--- config.mk ---
export PLATFORM = sky130hd
export DESIGN_NAME = cic_comb_sub
export DESIGN_NICKNAME = d
export VERILOG_FILES = /design/src/rtl/cic_comb_sub_pkg.sv /design/src/rtl/cic_comb_sub_delay_bank.sv /design/src/rtl/cic_comb_sub.sv
export SDC_FILE = /design/constraint.sdc
export NUM_CORES = 1
export LEC_CHECK = 0
export BUFFER_PORTS_ARGS = -buffer_cell sky130_fd_sc_hd__buf_2
export CORE_UTILIZATION = 39
export DETAILED_ROUTE_END_ITERATION = 10
export PLACE_DENSITY = 0.6
export SKIP_CTS_REPAIR_TIMING = 1
export SLEW_MARGIN = 0
export SYNTH_ARGS = -nofsm -noshare
export SYNTH_HDL_FRONTEND = slang
export SYNTH_HIERARCHICAL = 1
export SYNTH_SLANG_ARGS = --single-unit
--- constraint.sdc ---
create_clock -name CLK -period 7.95 [get_ports CLK]
set_input_delay 1.1925 -clock CLK [delete_from_list [all_inputs] [get_ports CLK]]
set_output_delay 1.1925 -clock CLK [all_outputs]
set_load 0.005 [all_outputs]
--- src/rtl/cic_comb_sub_pkg.sv ---
// ---------------------------------------------------------------------------
// cic_comb_sub_pkg
// Shared definitions for the CIC comb section slice:
//   - comb_state_e      : section operating state (S_OFF / S_CLEAR / S_RUN)
//   - CFG_STATE_CLEAR   : system config state value that requests a clear
//   - DEF_*             : default widths / channel count
//   - decode_state()    : priority decode of the section state
// ---------------------------------------------------------------------------
package cic_comb_sub_pkg;

    localparam int DEF_MIDDLE_WIDTH      = 37;
    localparam int DEF_MAX_CHANNELS      = 16;
    localparam int DEF_CONFIG_DATA_WIDTH = 16;
    localparam int CH_IDX_WIDTH          = 4;

    localparam logic [2:0] CFG_STATE_CLEAR = 3'd3;

    typedef enum logic [1:0] {
        S_OFF   = 2'd0,
        S_CLEAR = 2'd1,
        S_RUN   = 2'd2
    } comb_state_e;

    // Disabled section beats clear, clear beats run.
    function automatic comb_state_e decode_state(input logic       sec_en,
                                                 input logic [2:0] cfg_state);
        comb_state_e st;
        if (!sec_en) begin
            st = S_OFF;
        end else if (cfg_state == CFG_STATE_CLEAR) begin
            st = S_CLEAR;
        end else begin
            st = S_RUN;
        end
        return st;
    endfunction

endpackage

--- src/rtl/cic_comb_sub_delay_bank.sv ---
// ---------------------------------------------------------------------------
// cic_comb_delay_bank
// Per-channel history slots for the comb section.
//   D1[c] holds the previous sample of channel c, D2[c] the one before it.
//   D2 exists only when CIC_COMB_DIFF_DELAY2_EN is defined; otherwise rd_d2
//   reads as zero.
// Ports:
//   clk      in   clock (rising edge)
//   rst      in   synchronous active-high reset, zeroes all slots
//   clr      in   synchronous clear-all, zeroes all slots
//   wr_en    in   shift wr_data into channel wr_ch (D2 <= D1, D1 <= data)
//   wr_ch    in   channel written
//   wr_data  in   sample written
//   rd_ch    in   channel read
//   rd_d1    out  D1[rd_ch] (zero for an out-of-range channel)
//   rd_d2    out  D2[rd_ch] (zero for an out-of-range channel / no D2)
// Configuration macro: CIC_COMB_DIFF_DELAY2_EN
// ---------------------------------------------------------------------------
module cic_comb_delay_bank
    import cic_comb_sub_pkg::*;
#(
    parameter int W  = DEF_MIDDLE_WIDTH,
    parameter int CH = DEF_MAX_CHANNELS
) (
    input  logic                    clk,
    input  logic                    rst,
    input  logic                    clr,
    input  logic                    wr_en,
    input  logic [CH_IDX_WIDTH-1:0] wr_ch,
    input  logic [W-1:0]            wr_data,
    input  logic [CH_IDX_WIDTH-1:0] rd_ch,
    output logic [W-1:0]            rd_d1,
    output logic [W-1:0]            rd_d2
);

    localparam logic [CH_IDX_WIDTH:0] CH_LIMIT = (CH_IDX_WIDTH + 1)'(CH);

    logic [W-1:0] d1_r [CH];
`ifdef CIC_COMB_DIFF_DELAY2_EN
    logic [W-1:0] d2_r [CH];
`endif

    logic rd_ok_s;

    // Slot storage: reset/clear zero every slot, otherwise shift on write.
    always_ff @(posedge clk) begin
        if (rst || clr) begin
            for (int i = 0; i < CH; i++) begin
                d1_r[i] <= {W{1'b0}};
`ifdef CIC_COMB_DIFF_DELAY2_EN
                d2_r[i] <= {W{1'b0}};
`endif
            end
        end else if (wr_en) begin
            d1_r[wr_ch] <= wr_data;
`ifdef CIC_COMB_DIFF_DELAY2_EN
            d2_r[wr_ch] <= d1_r[wr_ch];
`endif
        end
    end

    // Read port: plain array read, so a write on cycle N is seen on N+1.
    always_comb begin
        rd_ok_s = ({1'b0, rd_ch} < CH_LIMIT);
        if (rd_ok_s) begin
            rd_d1 = d1_r[rd_ch];
`ifdef CIC_COMB_DIFF_DELAY2_EN
            rd_d2 = d2_r[rd_ch];
`else
            rd_d2 = {W{1'b0}};
`endif
        end else begin
            rd_d1 = {W{1'b0}};
            rd_d2 = {W{1'b0}};
        end
    end

endmodule

--- src/rtl/cic_comb_sub.sv ---
// ---------------------------------------------------------------------------
// cic_comb_sub
// One CIC comb section, time-shared over up to CIC_MAX_CHANNELS channels:
//   y[n] = x[n] - x[n-M] per channel, modulo 2^MIDDLE_WIDTH, M = 1 or 2.
// Section state is decoded every cycle from the enable mask and the system
// config state: disabled -> pass-through, config 3 -> clear history,
// otherwise run. Output latency is exactly one cycle; outputs hold their
// last value while Data_Out_Valid is low.
// Ports:
//   CLK                 in   clock (rising edge)
//   RST                 in   synchronous active-high reset
//   idx                 in   section index into CIC_NUMSECS_reg
//   state_idx_reg       in   system config state (3'd3 = clear)
//   CIC_NUMSECS_reg     in   section enable mask
//   CIC_DIFF_DELAY_reg  in   0: M=1, 1: M=2 (ignored without M=2 support)
//   Data_In             in   signed input sample
//   Data_In_Valid       in   input qualifier
//   Data_In_ChIdx       in   input channel
//   Data_Out            out  signed comb output (registered)
//   Data_Out_Valid      out  output qualifier (registered)
//   Data_Out_ChIdx      out  output channel (registered)
// Configuration macro: CIC_COMB_DIFF_DELAY2_EN enables D2 and M=2.
// ---------------------------------------------------------------------------
module cic_comb_sub
    import cic_comb_sub_pkg::*;
#(
    parameter int MIDDLE_WIDTH          = DEF_MIDDLE_WIDTH,
    parameter int CIC_MAX_CHANNELS      = DEF_MAX_CHANNELS,
    parameter int CIC_CONFIG_DATA_WIDTH = DEF_CONFIG_DATA_WIDTH
) (
    input  logic                             CLK,
    input  logic                             RST,
    input  logic [3:0]                       idx,
    input  logic [2:0]                       state_idx_reg,
    input  logic [CIC_CONFIG_DATA_WIDTH-1:0] CIC_NUMSECS_reg,
    input  logic                             CIC_DIFF_DELAY_reg,
    input  logic [MIDDLE_WIDTH-1:0]          Data_In,
    input  logic                             Data_In_Valid,
    input  logic [3:0]                       Data_In_ChIdx,
    output logic [MIDDLE_WIDTH-1:0]          Data_Out,
    output logic                             Data_Out_Valid,
    output logic [3:0]                       Data_Out_ChIdx
);

    localparam logic [4:0] CH_LIMIT = 5'(CIC_MAX_CHANNELS);

    comb_state_e             state_s;
    logic                    ch_ok_s;
    logic                    take_s;
    logic                    wr_en_s;
    logic                    clr_s;
    logic [MIDDLE_WIDTH-1:0] d1_s;
    logic [MIDDLE_WIDTH-1:0] d2_s;
    logic [MIDDLE_WIDTH-1:0] sub_s;
    logic [MIDDLE_WIDTH-1:0] diff_s;

`ifndef CIC_COMB_DIFF_DELAY2_EN
    // Without M=2 support the delay select and the D2 read are don't-cares.
    logic unused_s;
    assign unused_s = ^{CIC_DIFF_DELAY_reg, d2_s};
`endif

    cic_comb_delay_bank #(
        .W  (MIDDLE_WIDTH),
        .CH (CIC_MAX_CHANNELS)
    ) u_bank (
        .clk     (CLK),
        .rst     (RST),
        .clr     (clr_s),
        .wr_en   (wr_en_s),
        .wr_ch   (Data_In_ChIdx),
        .wr_data (Data_In),
        .rd_ch   (Data_In_ChIdx),
        .rd_d1   (d1_s),
        .rd_d2   (d2_s)
    );

    // State decode, sample acceptance and the wrapping difference.
    always_comb begin
        state_s = decode_state(CIC_NUMSECS_reg[idx], state_idx_reg);
        ch_ok_s = ({1'b0, Data_In_ChIdx} < CH_LIMIT);
        // Clear drops the sample; bypass forwards it without touching history.
        take_s  = Data_In_Valid && ch_ok_s && (state_s != S_CLEAR);
        wr_en_s = Data_In_Valid && ch_ok_s && (state_s == S_RUN);
        clr_s   = (state_s == S_CLEAR);
`ifdef CIC_COMB_DIFF_DELAY2_EN
        if (CIC_DIFF_DELAY_reg) begin
            sub_s = d2_s;
        end else begin
            sub_s = d1_s;
        end
`else
        sub_s = d1_s;
`endif
        // Truncating subtraction is the intended modulo-2^W CIC arithmetic.
        diff_s = Data_In - sub_s;
    end

    // Output registers: load on an accepted sample, otherwise hold data/ch.
    always_ff @(posedge CLK) begin
        if (RST) begin
            Data_Out       <= {MIDDLE_WIDTH{1'b0}};
            Data_Out_Valid <= 1'b0;
            Data_Out_ChIdx <= 4'd0;
        end else if (take_s) begin
            Data_Out_Valid <= 1'b1;
            Data_Out_ChIdx <= Data_In_ChIdx;
            if (state_s == S_OFF) begin
                Data_Out <= Data_In;
            end else begin
                Data_Out <= diff_s;
            end
        end else begin
            Data_Out_Valid <= 1'b0;
        end
    end

endmodule

* Word level (Yosys, flattened, before mapping)
Memory sizes are Yosys's and may differ from the RTL's.
Cells that the tools add are included.
** Word-level totals
- RAM bits :: 592
- Memories kept :: 1
- Input port bits :: 68
- Register bits after elaboration :: 42
- Word-level logic and storage cells :: 29
- Output and inout bits :: 42
** Operators by class
- Muxes and demuxes :: 14
- Equality and inequality tests :: 4
- Reductions and logical operators :: 5
- Magnitude comparators :: 1
- $add $sub $neg :: 1
** Memories
- u_bank.d1_r :: words 16, width 37, rd ports 1, clocked after Yosys merged registers in 0, write ports 16, line cic_comb_sub_delay_bank.sv:38 : logic [W-1:0] d1_r [CH];
** Operators by type and width (number)
- 37-bit 2-to-1 mux :: 2
- 37-bit OR reduction :: 1
- 37-bit subtractor :: 1
- 1-bit 2-to-1 mux :: 8
- 4-bit by 5-bit less-than comparator with 1-bit output (second input constant) :: 1
- 1-bit binary-select mux with 4-bit select :: 1
- 2-bit 2-to-1 mux :: 2
- 4-bit 2-to-1 mux :: 1
- 3-bit by 2-bit equality test with 1-bit output (second input constant) :: 1
- 2-bit by 1-bit equality test with 1-bit output (second input constant) :: 1
- 2-bit equality test (second input constant) :: 1
- 1-bit logical AND :: 2
- 2-bit zero test :: 1
- 2-bit by 1-bit != test with 1-bit output (second input constant) :: 1
- 1-bit logical OR :: 1

* Longest topological paths before layout
- Depth in word-level cells :: 10
- Depth in mapped cells :: 19
- Depth with buffers taken out :: 15

* Modules after synthesis
Netlist, hierarchy kept.
** Modules (own cells, without submodules)
- cic_comb_delay_bank :: times used 1, area each 25637.1 µm², cells an instance 1794, sequential area each 17777.0 µm²
- cic_comb_sub :: times used 1, area each 3947.5 µm², cells an instance 541, sequential area each 840.8 µm²

* Worst setup path after synthesis
OpenSTA, ideal clock, no wires.
- Kind :: input-to-reg
- From :: input idx[1]
- To :: memory u_bank/d1_r[11][0] (netlist name), enable pin
- Buffers on the path :: 2
- Data arrival time :: 5.927 ns
- Stages :: 10
- Slack :: 1.541 ns
- Data required time :: 7.467 ns
- Path through :: mux4_2 mux2_2 a21oi_4 nor3_1 nand2b_1 nor2_2 buf_2 nand4_1 clkbuf_1 o21ai_0
** RTL lines
- from (decl) :: line cic_comb_sub.sv:33 : input logic [3:0] idx,
- to (decl) :: line cic_comb_sub_delay_bank.sv:38

==> run summary <==
PortBufs - 108
Worst setup EP type - register
Core Region - 74400 µm²
Total grt overflow - 0
CTS tree - yes
Worst path depth - 11
Initial DRC Count - 2118
Via/cell ratio - 5.83
Skew final - 0.0184 ns
Vias in the first global route - 19800
Crit-path cells - buf_2, mux4_2, mux2_2, a21oi_4, nor3_1, nand2b_2, nor2_2, nand4_1, buf_4, o21ai_4, buf_4
TritonRoute pass-1 iters - 6
Placed cell area - 31100 µm²
First-pass GRT wire length - 127000 µm
Final cell count without fillers - 3401
Status - finished clean
Achievable Freq - 180 MHz
Final setup vio count - 0
Root Buffer - clkbuf_16
FF/Latch Area - 18600 µm²
Mapped Avg Cell Area - 12.8 µm²
Worst vdd ir - 0.166 mV
Fin Setup TNS - 0 ns
Fin Hold WS - 0.447 ns
Wirelength, routed - 86800 µm
Final min period - 5.56 ns
Starting Density - 39.4%
Drt drc - 0
Largest net degree at the start of global routing - 80
Htree depth - 3
Hold WC Path Type - register to register
Max incr delay on CP - 0.92 ns
RSZ-0062 raised after global routing - false
Hold Path Stages - 2
Die Width - 276 µm
Synth Warn # - 6
Fillers - 6616
Slew headroom - 19.0%
Total CTS buffers - 70
PwrDens - 248 nW/µm²
Final HPWL DP - 51400 µm
Max Cap Viol - 0
Area grow syn2layout - 14.0%
ANT nets after route - 0
Kind of critical path - input port to register
Final Slew Violations - 0
Most used cell, CP - buf_4
Die height - 276 µm
Post-Place Worst Slack - 1.83 ns
Clock transition at path regs - 0.06 ns
Die area - 76200 µm²
Layout cells sized above 1 - 18.4%
Max Root-Sink Buffers - 3
Final Power - 8.28 mW
Gpl congestion - 0.928
Req. time, crit path - 8.21 ns
I/O pin cnt - 110
Dpl cells - 3276
Worst Slack Setup Final - 2.39 ns
Total global-route track usage - 22.6%
Worst-Margin Slew - 1.21 ns
Average wire per cell in the routed design - 25.5 µm
Crit path max fanout - 72
CP bufs+invs - 3
Crit path launch type - input port
Arrival @ worst endpoint - 5.82 ns
Syn_nets - 2402
Worst-Skew Late Latency - 0.62 ns
Nets - 2484
Leakage - 11.3 nW
Syn Inst Count - 2297
Final Hold Viols - 0
Crit path max-delay cell type - o21ai_4
Register-to-Register Path Depth - 15
Row cnt - 100
Antenna violations before repair - 4
CP top delay family - simple AND/OR/NAND/NOR gates
Multi-input logic area - 10100 µm²
Post-layout util - 44.9%
Fin area - 33400 µm²
Netlist Area Pre-Place - 29300 µm²
Via Count - 19800
Sink Count - 634
Crit share post-route - 69.9%
==> final timing paths <==
path	startpoint	to	slack [ns]
max reg2reg	u_bank/d1_r[10][0]$_SDFFCE_PN0P_	Data_Out[36]$_SDFFE_PP0P_	3.57
min	Data_Out[19]$_SDFFE_PP0P_	Data_Out[19]$_SDFFE_PP0P_	0.45
min reg2reg	Data_Out[19]$_SDFFE_PP0P_	Data_Out[19]$_SDFFE_PP0P_	0.45
max	idx[1]	u_bank/d1_r[3][26]$_SDFFCE_PN0P_	2.39
==> report_power, final <==
group	internal [mW]	switching [mW]	total, mW
Sequential	3.89	0.0659	3.95
Combinational	0.401	0.698	1.10
Clock	1.94	1.30	3.23
==> tightest hold or removal path, cell delays in order, from the launching register on <==
cell and delay [ns]:
dfxtp_1 0.30, nand2_1 0.05, a21oi_1 0.05
==> registers in the layout, summed over array words and instances (netlist names) <==
signal	cells
u_bank/d1_r	592
Data_Out	37
Data_Out_ChIdx	4
Data_Out_Valid	1
==> cells in the final DEF, fill, tap and decap left out, types with 6 or more instances in the layout <==
| cell type | count |
|---|---|
| mux2i_1 | 6 |
| a21oi_1 | 42 |
| nand3_1 | 16 |
| o21ai_4 | 16 |
| buf_2 | 106 |
| nor3_1 | 13 |
| xor2_1 | 13 |
| xnor2_1 | 14 |
| ha_1 | 36 |
| nand2_1 | 245 |
| a22oi_1 | 74 |
| a21o_1 | 23 |
| bufinv_16 | 7 |
| a211oi_1 | 14 |
| a31oi_1 | 15 |
| edfxtp_1 | 592 |
| dfxtp_1 | 42 |
| nor2_1 | 644 |
| nor2b_1 | 6 |
| nand4_1 | 7 |
| clkinv_2 | 6 |
| clkbuf_1 | 19 |
| clkinv_1 | 13 |
| inv_1 | 49 |
| o21ai_0 | 35 |
| mux4_2 | 152 |
| buf_4 | 55 |
| clkbuf_16 | 74 |
| and3_1 | 7 |
==> layer usage <==
metal  routed length [µm]  track usage [%]  vias to the layer above
li1                     -                -                     8559
met1                35400             30.8                    10100
met2                41500             36.8                     1033
met3                 7840             4.47                      149
met4                 2120             6.68                        6
met5                   32                0                        -
==> layout make-up <==
class                      instances  share of cell area (%)
sequential                       634                    55.7
multi-input combinational       1457                    30.1
clock buffer                      94                    5.80
tap                              969                    3.63
timing repair buffer             167                    3.14
clock inverter                    30                   0.993
inverter                          49                   0.551
antenna                            1                 0.00749
(Power assumes the default switching activity.)
